<file path="config.mk">
export PLATFORM = sky130hd
export DESIGN_NAME = fifo_access_sched
export DESIGN_NICKNAME = d
export VERILOG_FILES = /design/src/rtl/fifo_sched_pkg.sv /design/src/rtl/rr_arbiter.sv /design/src/rtl/fifo_access_sched.sv
export SDC_FILE = /design/constraint.sdc
export NUM_CORES = 1
export LEC_CHECK = 0
export CAP_MARGIN = 25
export CORE_ASPECT_RATIO = 0.75
export CORE_MARGIN = 5
export CORE_UTILIZATION = 39
export DETAILED_ROUTE_END_ITERATION = 16
export GPL_ROUTABILITY_DRIVEN = 0
export PLACE_DENSITY_LB_ADDON = 0.2
export SLEW_MARGIN = 30
export SYNTH_ARGS = -nofsm -noshare
export SYNTH_HDL_FRONTEND = slang
export SYNTH_SLANG_ARGS = --single-unit
</file>
<file path="constraint.sdc">
create_clock -name clk -period 4.25 [get_ports clk]
set_clock_uncertainty 0.15 [all_clocks]
set_input_delay 1.0625 -clock clk [delete_from_list [all_inputs] [get_ports clk]]
set_output_delay 1.0625 -clock clk [all_outputs]
set_load 0.01 [all_outputs]
</file>
<file path="src/rtl/fifo_sched_pkg.sv">
// Shared types and constants for the FIFO access scheduler.
// Optional statistics are enabled by defining FIFO_SCHED_STATS_EN.
package fifo_sched_pkg;

    typedef enum logic {
        IDLE    = 1'b0,
        RD_WAIT = 1'b1
    } state_e;

    typedef enum logic [1:0] {
        OP_NONE = 2'd0,
        OP_WR   = 2'd1,
        OP_RD   = 2'd2
    } op_e;

    localparam int STAT_W = 16;

    // Saturating increment used by the statistics counters.
    function automatic logic [STAT_W-1:0] sat_inc(input logic [STAT_W-1:0] v);
        return (v == '1) ? v : v + 1'b1;
    endfunction

endpackage

</file>
<file path="src/rtl/rr_arbiter.sv">
// Combinational round-robin arbiter: first asserted request at or after ptr_i wins.
module rr_arbiter #(
    parameter int NUM_REQ = 4,
    localparam int IDX_W  = $clog2(NUM_REQ)
) (
    input  logic [NUM_REQ-1:0] req_i,
    input  logic [IDX_W-1:0]   ptr_i,
    output logic [NUM_REQ-1:0] gnt_o,
    output logic [IDX_W-1:0]   idx_o
);

    // NOTE: every variable gets a default before any conditional write, so no latch is inferred.
    always_comb begin
        logic             found;
        logic [IDX_W-1:0] cand;
        gnt_o = '0;
        idx_o = '0;
        found = 1'b0;
        cand  = '0;
        for (int i = 0; i < NUM_REQ; i++) begin
            cand = IDX_W'((int'(ptr_i) + i) % NUM_REQ);
            if (!found && req_i[cand]) begin
                found       = 1'b1;
                idx_o       = cand;
                gnt_o[cand] = 1'b1;
            end
        end
    end

endmodule

</file>
<file path="src/rtl/fifo_access_sched.sv">
// Serialises producer writes and consumer reads onto a single-op-per-cycle FIFO port.
// Define FIFO_SCHED_STATS_EN to add per-requester grant and full-stall counters.
module fifo_access_sched
    import fifo_sched_pkg::*;
#(
    parameter int NUM_REQ  = 4,
    parameter int DATA_W   = 8,
    parameter int CAPACITY = 15
) (
    input  logic                            clk,
    input  logic                            reset,
    input  logic [NUM_REQ-1:0]              wr_req,
    input  logic [NUM_REQ*DATA_W-1:0]       wr_data,
    output logic [NUM_REQ-1:0]              wr_gnt,
    input  logic                            rd_req,
    output logic                            rd_valid,
    output logic [DATA_W-1:0]               rd_data,
    output logic [$clog2(CAPACITY+1)-1:0]   level,
    output logic                            full,
    output logic                            empty,
    output logic                            fifo_en_write,
    output logic                            fifo_en_read,
    output logic [DATA_W-1:0]               fifo_data_in,
    input  logic [DATA_W-1:0]               fifo_data_out
`ifdef FIFO_SCHED_STATS_EN
    ,
    output logic [NUM_REQ*STAT_W-1:0]       wr_cnt,
    output logic [STAT_W-1:0]               stall_cnt
`endif
);

    localparam int LVL_W = $clog2(CAPACITY + 1);
    localparam int IDX_W = $clog2(NUM_REQ);
    localparam logic [LVL_W-1:0] CAP_L    = LVL_W'(CAPACITY);
    localparam logic [IDX_W-1:0] LAST_IDX = IDX_W'(NUM_REQ - 1);

    state_e            state_q;
    logic [LVL_W-1:0]  level_q, level_d;
    logic [IDX_W-1:0]  ptr_q, ptr_d;
    logic              prio_q, prio_d;   // 0: write wins a tie, 1: read wins
    logic              rd_ok_q;
    logic              rd_valid_q;

    logic [NUM_REQ-1:0] arb_gnt;
    logic [IDX_W-1:0]   arb_idx;
    logic               wr_any, wr_elig, rd_elig;
    op_e                op;

    rr_arbiter #(.NUM_REQ(NUM_REQ)) u_arb (
        .req_i (wr_req),
        .ptr_i (ptr_q),
        .gnt_o (arb_gnt),
        .idx_o (arb_idx)
    );

    // rd_ok_q lags the level by a cycle to cover the FIFO's late underflow flag.
    assign wr_any  = |wr_req;
    assign wr_elig = wr_any && (level_q < CAP_L);
    assign rd_elig = rd_req && rd_ok_q && (state_q == IDLE) && (level_q != '0);

    always_comb begin
        op = OP_NONE;
        if (wr_elig && rd_elig) begin
            op = prio_q ? OP_RD : OP_WR;
        end else if (wr_elig) begin
            op = OP_WR;
        end else if (rd_elig) begin
            op = OP_RD;
        end
    end

    always_comb begin
        level_d = level_q;
        ptr_d   = ptr_q;
        prio_d  = (wr_elig && rd_elig) ? ~prio_q : prio_q;
        case (op)
            OP_WR: begin
                level_d = level_q + 1'b1;
                ptr_d   = (arb_idx == LAST_IDX) ? '0 : arb_idx + 1'b1;
            end
            OP_RD:   level_d = level_q - 1'b1;
            default: ;
        endcase
    end

    assign wr_gnt        = (op == OP_WR) ? arb_gnt : '0;
    assign fifo_en_write = (op == OP_WR);
    assign fifo_en_read  = (op == OP_RD);
    assign fifo_data_in  = (op == OP_WR) ? wr_data[arb_idx*DATA_W +: DATA_W] : '0;

    // NOTE: state registers use non-blocking assignments so every flop samples pre-edge values.
    always_ff @(posedge clk or posedge reset) begin
        if (reset) begin
            state_q    <= IDLE;
            level_q    <= '0;
            ptr_q      <= '0;
            prio_q     <= 1'b0;
            rd_ok_q    <= 1'b0;
            rd_valid_q <= 1'b0;
        end else begin
            level_q <= level_d;
            ptr_q   <= ptr_d;
            prio_q  <= prio_d;
            rd_ok_q <= (level_q != '0);
            case (state_q)
                IDLE: begin
                    if (op == OP_RD) begin
                        state_q    <= RD_WAIT;
                        rd_valid_q <= 1'b1;
                    end else begin
                        rd_valid_q <= 1'b0;
                    end
                end
                RD_WAIT: begin
                    state_q    <= IDLE;
                    rd_valid_q <= 1'b0;
                end
                default: begin
                    state_q    <= IDLE;
                    rd_valid_q <= 1'b0;
                end
            endcase
        end
    end

    // FIFO data_out is registered, so the popped word is present during RD_WAIT.
    assign rd_valid = rd_valid_q;
    assign rd_data  = rd_valid_q ? fifo_data_out : '0;
    assign level    = level_q;
    assign full     = (level_q == CAP_L);
    assign empty    = (level_q == '0);

`ifdef FIFO_SCHED_STATS_EN
    logic [STAT_W-1:0] wr_cnt_q [NUM_REQ];
    logic [STAT_W-1:0] stall_cnt_q;

    // NOTE: the counter array is small and must read 0 after reset, so every entry is reset.
    always_ff @(posedge clk or posedge reset) begin
        if (reset) begin
            for (int i = 0; i < NUM_REQ; i++) wr_cnt_q[i] <= '0;
            stall_cnt_q <= '0;
        end else begin
            for (int i = 0; i < NUM_REQ; i++) begin
                if (wr_gnt[i]) wr_cnt_q[i] <= sat_inc(wr_cnt_q[i]);
            end
            if (wr_any && full) stall_cnt_q <= sat_inc(stall_cnt_q);
        end
    end

    for (genvar g = 0; g < NUM_REQ; g++) begin : g_cnt
        assign wr_cnt[g*STAT_W +: STAT_W] = wr_cnt_q[g];
    end
    assign stall_cnt = stall_cnt_q;
`else
    // Statistics disabled: no counters, scheduling unchanged.
`endif

endmodule

</file>
### Word-level counts from Yosys, hierarchy flattened

Index checks and enable logic that the tools add are counted.

| storage, ports and cells | value |
|---|---|
| logic and storage cells | 87 |
| flip-flop bits (word level) | 9 |
| bits of input ports | 47 |
| output and inout port bits | 29 |

| cells by class | value |
|---|---|
| $lt $le $gt $ge | 9 |
| shifts and indexed selects | 1 |
| reduce and logical (&&, ||, !) cells | 19 |
| equal/unequal tests | 4 |
| bitwise gates (word level) | 5 |
| add/subtract/negate cells | 6 |
| mux-type cells | 38 |

Operators with widths:

| kind | number |
|---|---|
| $shiftx A32 B6 Y8 | 1 |
| $mux W4 | 5 |
| $mux W2 | 9 |
| $mux W8 | 2 |
| $logic_and A1 B1 Y1 | 12 |
| $lt A2 B3 Y1 const B | 4 |
| $mux W1 | 12 |
| $or A4 B4 Y4 | 3 |
| $bmux W1 S2 | 4 |
| $demux W1 S2 | 4 |
| $ge A2 B1 Y1 const B | 4 |
| $pmux W4 S2 | 1 |
| $add A2 B1 Y2 const B | 2 |
| $add A2 B2 Y2 const B | 2 |
| $add A4 B1 Y4 const B | 1 |
| $eq A2 B2 Y1 const B | 2 |
| $eq A4 B4 Y1 const B | 1 |
| $logic_not A4 Y1 | 1 |
| $lt A4 B4 Y1 const B | 1 |
| $reduce_bool A4 Y1 | 1 |
| $reduce_or A4 Y1 | 1 |
| $sub A4 B1 Y4 const B | 1 |
| $logic_not A1 Y1 | 3 |
| $eq A2 B1 Y1 const B | 1 |
| other kinds (3) | 4 |

### Longest topological paths before layout

Gate-level depths: netlist (run 1).

| depth | value |
|---|---|
| depth in word-level cells | 14 |
| mapped depth | 12 |
| mapped depth without buffers | 11 |

### By module

Synthesis (run 1) repeated with hierarchy kept, for this count alone.

| second synthesis, totals | value |
|---|---|
| cell total of the unflattened synthesis | 124 |
| area total of the unflattened synthesis | 1312.5 um^2 |

By module, submodules not included:

| module | cells each | times used | area each (um^2) |
|---|---|---|---|
| fifo_access_sched | 78 | 1 | 893.4 |
| rr_arbiter | 46 | 1 | 419.2 |

### Worst setup path after synthesis (run 1)

No wires, ideal clock.

| path | value |
|---|---|
| path kind | input to output |
| start point | input wr_req[3] |
| end point | output fifo_data_in[6] |
| arrival time | 2.633 ns |
| slack | 0.405 ns |
| stages | 9 |
| data required time | 3.038 ns |
| cell sequence | buf_2 nor4_1 or2_2 o21a_1 inv_1 ha_1 inv_1 a21o_2 o22ai_1 |

| between the ends | value |
|---|---|
| elaborated cells between the ends (all ways) | 29 |
| those cells by class | eq/ne (1); shift (1); mux (18); reduce/logical (9) |

RTL lines:

| what | line | source |
|---|---|---|
| start: declaration | fifo_access_sched.sv:12 | `input logic [NUM_REQ-1:0] wr_req,` |
| $reduce_or A4 Y1 * | fifo_access_sched.sv:57 | `assign wr_any = \|wr_req;` |
| $logic_and A1 B1 Y1 * | fifo_access_sched.sv:58 | `assign wr_elig = wr_any && (level_q < CAP_L);` |
| $mux W2 or $logic_and A1 B1 Y1 (tied branches) | fifo_access_sched.sv:65, fifo_access_sched.sv:63 |  |
| $mux W2 * | fifo_access_sched.sv:63 | `if (wr_elig && rd_elig) begin` |
| $eq A2 B1 Y1 * | n/a |  |
| net fifo_en_write | fifo_access_sched.sv:21 | `output logic fifo_en_write,` |
| $mux W8 * | fifo_access_sched.sv:89 | `assign fifo_data_in = (op == OP_WR) ? wr_data[arb_idx*DATA_W +: DATA_W] : '0;` |
| end: declaration | fifo_access_sched.sv:23 | `output logic [DATA_W-1:0] fifo_data_in,` |

Mark *: on every way through the listed nets, which the timed path passes. The rest lies on a longest branch. The select of a mux whose other input is x is not followed.

### Worst setup path after layout (run 1)

| path | value |
|---|---|
| start point | input wr_req[2] |
| end point | output wr_gnt[1] |

| between the ends | value |
|---|---|
| word-level cells in the longest chain between the ends | 13 |
| elaborated cells between the ends (all ways) | 31 |
| those cells by class | eq/ne (1); mux (18); bitwise (3); reduce/logical (9) |

RTL lines:

| what | line | source |
|---|---|---|
| $bmux W1 S2 | rr_arbiter.sv:22 | `if (!found && req_i[cand]) begin` |
| $mux W1 (not written as such) | rr_arbiter.sv:22 |  |
| $mux W1 | rr_arbiter.sv:22 |  |
| $logic_not A1 Y1 | rr_arbiter.sv:22 |  |
| $logic_and A1 B1 Y1 | rr_arbiter.sv:22 |  |
| $mux W1 | rr_arbiter.sv:22 |  |
| $logic_not A1 Y1 | rr_arbiter.sv:22 |  |
| $logic_and A1 B1 Y1 | rr_arbiter.sv:22 |  |
| $mux W1 | rr_arbiter.sv:22 |  |
| $logic_not A1 Y1 | rr_arbiter.sv:22 |  |
| $logic_and A1 B1 Y1 | rr_arbiter.sv:22 |  |
| $mux W4 | rr_arbiter.sv:22 |  |
| $mux W4 * | fifo_access_sched.sv:86 | `assign wr_gnt = (op == OP_WR) ? arb_gnt : '0;` |
| end: declaration | fifo_access_sched.sv:14 | `output logic [NUM_REQ-1:0] wr_gnt,` |

Every way passes the cells marked *; elsewhere a longest branch is shown, timed or not. The select of a mux whose other input is x is not followed.

==> results of run 1 <==
[registers in the layout, summed over array words and instances, names as in the netlist]
name / cells
rd_valid: 1
ptr_q: 2
level: 4
rd_ok_q: 1
prio_q: 1
[logic make-up (layout without fill, tap and decap cells)]
group                      count (synthesis)  in the layout  share of synthesized area, %
buffers and inverters                     21            113                          10.5
and+or+nand+nor                           45             45                          20.5
xor gates and xnor gates                   5              5                          3.15
DFF                                        9              9                          16.2
adders and majority gates                 13             13                          12.3
muxes                                     21             21                          17.3
AOI/OAI and AO/OA                         40             40                          20.0
[worst max-delay path: cells and delay by family]
family | cells | cell delay, ns
buffers and inverters | 3 | 0.72
muxes | 1 | 0.51
and+or+nand+nor | 2 | 0.44
AOI/OAI and AO/OA | 2 | 0.21
[per-stage QoR]
stage	setup TNS [ns]	setup WS, ns
after floorplan	0	0.405
after global placement	-5.50	-0.470
after detailed placement	-6.33	-0.553
after CTS	0	0.0159
after global routing	0	0.00456
final	0	0.0980
[power groups by stage]
| stage | Combinational, mW | Clock [mW] | Sequential, mW |
|---|---|---|---|
| final | 1.40 | 0.0981 | 0.176 |
| after global routing | 1.51 | 0.106 | 0.184 |
| after CTS | 1.38 | 0.0999 | 0.176 |
| after detailed placement | 1.39 | 0 | 0.177 |
| after global placement | 1.33 | 0 | 0.173 |
| after floorplan | 0.838 | 0 | 0.188 |
[Yosys cell counts (all sizes together) (2+ instances only)]
library cell | number | area (um2)
nand2b | 2 | 12.5
nor3b | 2 | 15.0
xnor2 | 3 | 26.3
mux2i | 18 | 180
clkbuf | 2 | 27.5
o21ai | 3 | 15.0
xor2 | 2 | 17.5
mux4 | 2 | 48.8
inv | 12 | 45.0
nor2 | 5 | 18.8
nand2 | 7 | 26.3
ha | 12 | 150
o211ai | 2 | 20.0
dfrtp | 9 | 225
a22oi | 8 | 60.1
a21oi | 8 | 40.0
a21o | 2 | 16.3
nor3 | 2 | 10.0
nor2b | 3 | 28.8
nor4 | 2 | 12.5
and3b | 2 | 17.5
buf | 7 | 73.8
and2 | 9 | 56.3
or2 | 5 | 31.3
o22ai | 9 | 56.3
[layout make-up]
cell class / instances / area (um2)
multi-input cells: 124 / 1060
fillers: 244 / 1010
repair buffers: 97 / 918
flip-flops and latches: 9 / 225
well taps: 40 / 50.0
clock buffers: 4 / 45.0
inverters: 12 / 45.0
[worst min path at each step]
| stage | startpoint | to | slack (ns) |
|---|---|---|---|
| 3_3_place_gp | prio_q$_DFFE_PP0P_ | prio_q$_DFFE_PP0P_ | 0.34 |
| 6_report | prio_q$_DFFE_PP0P_ | prio_q$_DFFE_PP0P_ | 0.36 |
| 4_1_cts | prio_q$_DFFE_PP0P_ | prio_q$_DFFE_PP0P_ | 0.36 |
| 5_1_grt | level[3]$_DFFE_PP0P_ | level[3]$_DFFE_PP0P_ | 0.39 |
| 2_1_floorplan | prio_q$_DFFE_PP0P_ | prio_q$_DFFE_PP0P_ | 0.32 |
| 3_5_place_dp | prio_q$_DFFE_PP0P_ | prio_q$_DFFE_PP0P_ | 0.35 |
[timing repair]
item                       in CTS  in global routing
setup endpoints to repair      14                  6
gates resized for setup        40                  7
pin swaps                       1                  1
gates cloned                    1                  0
[per-layer routing]
metal,GRT usage [%],up-vias,wire [um],share of wire [%]
met2,33.4,80,2180,50
met3,6.14,2,460,10
met1,19.5,712,1740,39
met4,3.92,0,20,0.45
met5,0,-,0,0
li1,-,743,-,-
==> impl_metrics.py, run 1 <==
metrics = {
    "outcome": {
        "status": "finished, final reports clean",
    },
    "hold_path": {
        "hold_depth": 1,
        "hold_class": "reg2reg",
    },
    "power_and_ir_drop": {
        "switching_power_uw": 738,
        "p_leak_nw": 1.10,
        "netSwitchingFraction_pct": 44.1,
        "power_density_nw_per_um2": 714,
        "internal-power_uw": 935,
        "peakVddDrop_uv": 381,
        "seqPwrFrac_pct": 10.5,
        "pwr-share-clk_pct": 5.9,
        "power.total_mw": 1.67,
        "p_comb_share_pct": 83.6,
    },
    "sta": {
        "fmax_mhz": 241,
        "fin_crit_sh_pct": 97.7,
        "rsz0062_at_grt": "no",
        "slew_headroom_pct": 67.4,
        "slew_viol_final": 0,
        "holdWs_ns": 0.364,
        "min_period_ns": 4.15,
        "finalSetupViolCount": 0,
        "worst_slew_pin_slew_ns": 0.485,
        "hold_viol": 0,
    },
    "cells_and_area": {
        "drive_above_1_share_pct": 22.0,
        "design_area_um2": 2340,
        "finalNetCount": 307,
        "final_common_cell": "clkdlybuf4s50_1",
        "final_cell_mix": "clkdlybuf4s50_1 (59), buf_4 (19), mux2i_1 (17)",
        "utilization_pct": 69.8,
        "instances_no_fill": 286,
        "n_antenna_cell": 0,
        "area_delta_synth_final_pct": 68.7,
    },
    "global_route": {
        "track_usage_pct": 17.6,
        "grt_pass1_wl_um": 6780,
        "grt_pass1_vias": 1539,
        "antenna_found_initial": 0,
        "grt_max_degree": 17,
        "grt_overflow": 0,
    },
    "setup_path": {
        "setup.worst_path.end": "wr_gnt[1]",
        "arrival_ns": 2.94,
        "crit_chain": "dlygate4sd2_1, buf_4, mux4_2, nor2b_4, a22oi_1, or2_2, a21oi_1, dlygate4sd2_1",
        "crit_required_ns": 3.04,
        "worstSetupStartpoint": "wr_req[2]",
        "reg2regPathDepth": 13,
        "reg2reg_slack_ns": 1.17,
        "cp-start-kind": "primary input",
        "r2r_start": "level[0]$_DFFE_PP0P_",
        "cp_max_fo": 4,
        "cp_common_cell": "dlygate4sd2_1",
        "critPathSlowestCell": "mux4_2",
        "critical_path_class": "in2out",
        "r2r-end": "level[3]$_DFFE_PP0P_",
        "critPathMaxStageDelay_ns": 0.51,
        "end_kind": "output pin",
    },
    "placement": {
        "place_area_um2": 2270,
        "dp_cells": 281,
        "hpwl_um": 3620,
        "io_buffers": 75,
    },
    "die": {
        "dieArea_um2": 4870,
        "die_h_um": 61.7,
        "initial_core_util_pct": 41.4,
        "rows": 18,
        "ios": 76,
        "core-area_um2": 3360,
        "die_w_um": 78.9,
    },
    "synth": {
        "synth_seq_cells": 9,
        "syn-instance-count": 154,
        "yosys_warnings": 0,
        "ys_seq_area_share_pct": 16.2,
        "yosysUniqueCellTypes": 49,
        "synth_edf_count": 0,
        "synth_flop_cell": "dfrtp_1",
        "synth_fp_nets": 214,
        "synth_area_um2": 1390,
        "avgSynthCellArea_um2": 9.02,
        "synthArstFlopShare_pct": 100,
    },
    "detailed_routing": {
        "drc_errors": 0,
        "drt-pass1-iter-count": 4,
        "vias": 1537,
        "totalWireLength_um": 4400,
        "ant_nets": 0,
        "wl_per_cell_um": 15.4,
        "drtIter0Drc": 59,
        "vias_per_cell": 5.37,
    },
    "cts": {
        "htreeDepth": 1,
        "clk_path_buf_depth": 2,
        "insertion_delay_ns": 0.23,
        "cts_sinks": 9,
        "cts_made_buffers": 3,
        "cts_hold_buffers": 0,
        "root_buffer": "clkbuf_8",
        "cts.clk_slew.worst_paths_ns": 0.04,
        "tritoncts": "built",
        "post_cts_buffers": 0,
    },
    "flow_run": {
        "cap_viol_max_count": 0,
    },
}
Note: power is estimated with default switching activity, not from simulation.
==> inputs of run 2 (changes only) <==
--- a/config.mk
+++ b/config.mk
@@ -10,7 +10,6 @@
 export CORE_MARGIN = 5
 export CORE_UTILIZATION = 39
 export DETAILED_ROUTE_END_ITERATION = 16
-export GPL_ROUTABILITY_DRIVEN = 0
 export PLACE_DENSITY_LB_ADDON = 0.2
 export SLEW_MARGIN = 30
 export SYNTH_ARGS = -nofsm -noshare
==> results of run 2 <==
Final layout, timing and power as in run 1 (identical DEF).
==> inputs of run 3 (changes only) <==
--- a/config.mk
+++ b/config.mk
@@ -8,9 +8,11 @@
 export CAP_MARGIN = 25
 export CORE_ASPECT_RATIO = 0.75
 export CORE_MARGIN = 5
-export CORE_UTILIZATION = 39
+export CORE_UTILIZATION = 40
+export CTS_BUF_LIST = sky130_fd_sc_hd__clkbuf_4
 export DETAILED_ROUTE_END_ITERATION = 16
 export PLACE_DENSITY_LB_ADDON = 0.2
+export SETUP_SLACK_MARGIN = 0.2
 export SLEW_MARGIN = 30
 export SYNTH_ARGS = -nofsm -noshare
 export SYNTH_HDL_FRONTEND = slang
==> impl_metrics.py, run 3 (synthesis results as in run 1) <==
metrics = {
    "cts": {
        "cts_hold_buffers": 0,
        "cts.clk_slew.worst_paths_ns": 0.06,
        "tritoncts": "built",
        "insertion_delay_ns": 0.26,
        "root_buffer": "clkbuf_4",
        "cts_made_buffers": 3,
        "clk_path_buf_depth": 2,
        "cts_sinks": 9,
        "htreeDepth": 1,
    },
    "setup_path": {
        "critPathMaxStageDelay_ns": 0.31,
        "r2r_start": "level[0]$_DFFE_PP0P_",
        "r2r-end": "level[3]$_DFFE_PP0P_",
        "reg2reg_slack_ns": 1.27,
        "arrival_ns": 2.79,
        "crit_chain": "clkbuf_4, or2b_2, and3_2, a32oi_2, buf_12, buf_4, mux2i_2, o22ai_2, buf_2",
        "cp_max_fo": 9,
        "cp-start-kind": "primary input",
        "critPathSlowestCell": "or2b_2",
        "end_kind": "output pin",
        "reg2regPathDepth": 13,
        "critical_path_class": "in2out",
        "crit_required_ns": 3.04,
    },
    "hold_path": {
        "holdCritStartpoint": "level[3]$_DFFE_PP0P_",
        "hold_depth": 1,
        "hold_class": "reg2reg",
        "holdPathEnd": "level[3]$_DFFE_PP0P_",
    },
    "die": {
        "dieArea_um2": 4760,
        "core-area_um2": 3310,
        "die_w_um": 78.0,
        "die_h_um": 61.0,
        "rows": 18,
        "ios": 76,
        "initial_core_util_pct": 42.0,
    },
    "sta": {
        "fin_crit_sh_pct": 94.1,
        "worst_slew_pin_slew_ns": 0.430,
        "min_period_ns": 4.00,
        "hold_viol": 0,
        "rsz0062_at_grt": "no",
        "holdWs_ns": 0.382,
        "slew_viol_final": 0,
        "slew_headroom_pct": 71.1,
        "fmax_mhz": 250,
        "finalSetupViolCount": 0,
        "final.setup.worst_slack_ns": 0.251,
    },
    "global_route": {
        "grt_max_degree": 17,
        "grt_overflow": 0,
        "track_usage_pct": 17.3,
        "grt_pass1_vias": 1550,
        "antenna_found_initial": 0,
        "grt_pass1_wl_um": 6740,
    },
    "cells_and_area": {
        "instances_no_fill": 296,
        "multi_input_area_um2": 1160,
        "utilization_pct": 74.1,
        "n_antenna_cell": 0,
        "fillers": 232,
        "largest_reg_flops": 4,
        "regArea_um2": 225,
        "drive_above_1_share_pct": 35.9,
        "final_common_cell": "clkdlybuf4s50_1",
        "area_delta_synth_final_pct": 76.7,
        "final_cell_mix": "clkdlybuf4s50_1 (56), buf_4 (26), mux2i_1 (14)",
        "finalNetCount": 317,
    },
    "power_and_ir_drop": {
        "peakVddDrop_uv": 460,
        "power_density_nw_per_um2": 724,
        "p_leak_nw": 1.14,
    },
    "placement": {
        "gp_congestion": 0.888,
        "dp_slack_ns": -0.523,
        "hpwl_um": 3480,
        "io_buffers": 75,
        "dp_cells": 282,
    },
    "detailed_routing": {
        "wl_per_cell_um": 15.0,
        "drt-pass1-iter-count": 4,
        "vias_per_cell": 5.34,
        "vias": 1580,
        "totalWireLength_um": 4440,
        "drc_errors": 0,
        "ant_nets": 0,
        "drtIter0Drc": 70,
    },
    "outcome": {
        "status": "finished, final reports clean",
    },
    "flow_run": {
        "cap_viol_max_count": 0,
    },
}
-- run 3: changes by cell type in the layout (fill, tap and decap cells not counted), sizes merged, moves of 2 or more --
cell,change
buf,+18
dlygate4sd2,-5
clkbuf,+3
clkdlybuf4s50,-3
clkdlybuf4s15,-2
-- run 3: final cells by class --
cell class,instances,area share [%]
Clock buffer,4,1.22
Inverter,12,1.84
Multi-Input combinational cell,124,47.2
Sequential cell,9,9.18
Tap cell,40,2.04
Timing Repair Buffer,107,38.5
-- run 3: what timing repair did --
action | 4_1_cts | 5_1_grt
resized for setup | 70 | 32
buffers inserted | 10 | 0
pin swaps | 4 | 9
endpoints found under the setup margin | 14 | 12
hold endpoints to repair | 0 | 0
cloned | 0 | 0
-- run 3: per-layer routing --
layer	up-vias	track usage, %	part of all wire, %
met5	-	0	0
met3	6	3.65	6.2
met4	0	3.86	1.1
met2	60	33.1	52
li1	771	-	-
met1	743	20.2	41
-- run 3: worst max-delay path by stage --
stage | startpoint | endpoint | slack, ns
after floorplan | wr_req[3] | fifo_data_in[6] | 0.40
after global placement | wr_req[0] | fifo_data_in[1] | -0.49
after CTS | wr_req[1] | fifo_data_in[5] | 0.17
after global routing | wr_req[0] | fifo_data_in[5] | 0.20
after detailed placement | wr_req[0] | fifo_data_in[1] | -0.52
final | wr_req[0] | fifo_data_in[5] | 0.25
-- run 3: stage by stage --
step	area [um2]	TNS [ns]	total power, mW
2_1_floorplan	1390	0	1.03
3_3_place_gp	2270	-5.41	1.51
3_5_place_dp	2270	-6.13	1.56
4_1_cts	2350	0	1.63
5_1_grt	2450	0	1.92
6_report	2450	0	1.78
-- run 3: worst max-delay path: cells and delay by family --
kind,cells,cell delay (ns)
muxes,1,0.24
buffers and inverters,4,0.60
AOI/OAI and AO/OA,2,0.35
and+or+nand+nor,2,0.53
-- run 3: report_power, final --
group	total (mW)	switching [mW]	internal, mW
registers	0.177	0.0468	0.131
logic	1.53	0.725	0.804
clock network	0.0704	0.0279	0.0424
total	1.78	0.799	0.977
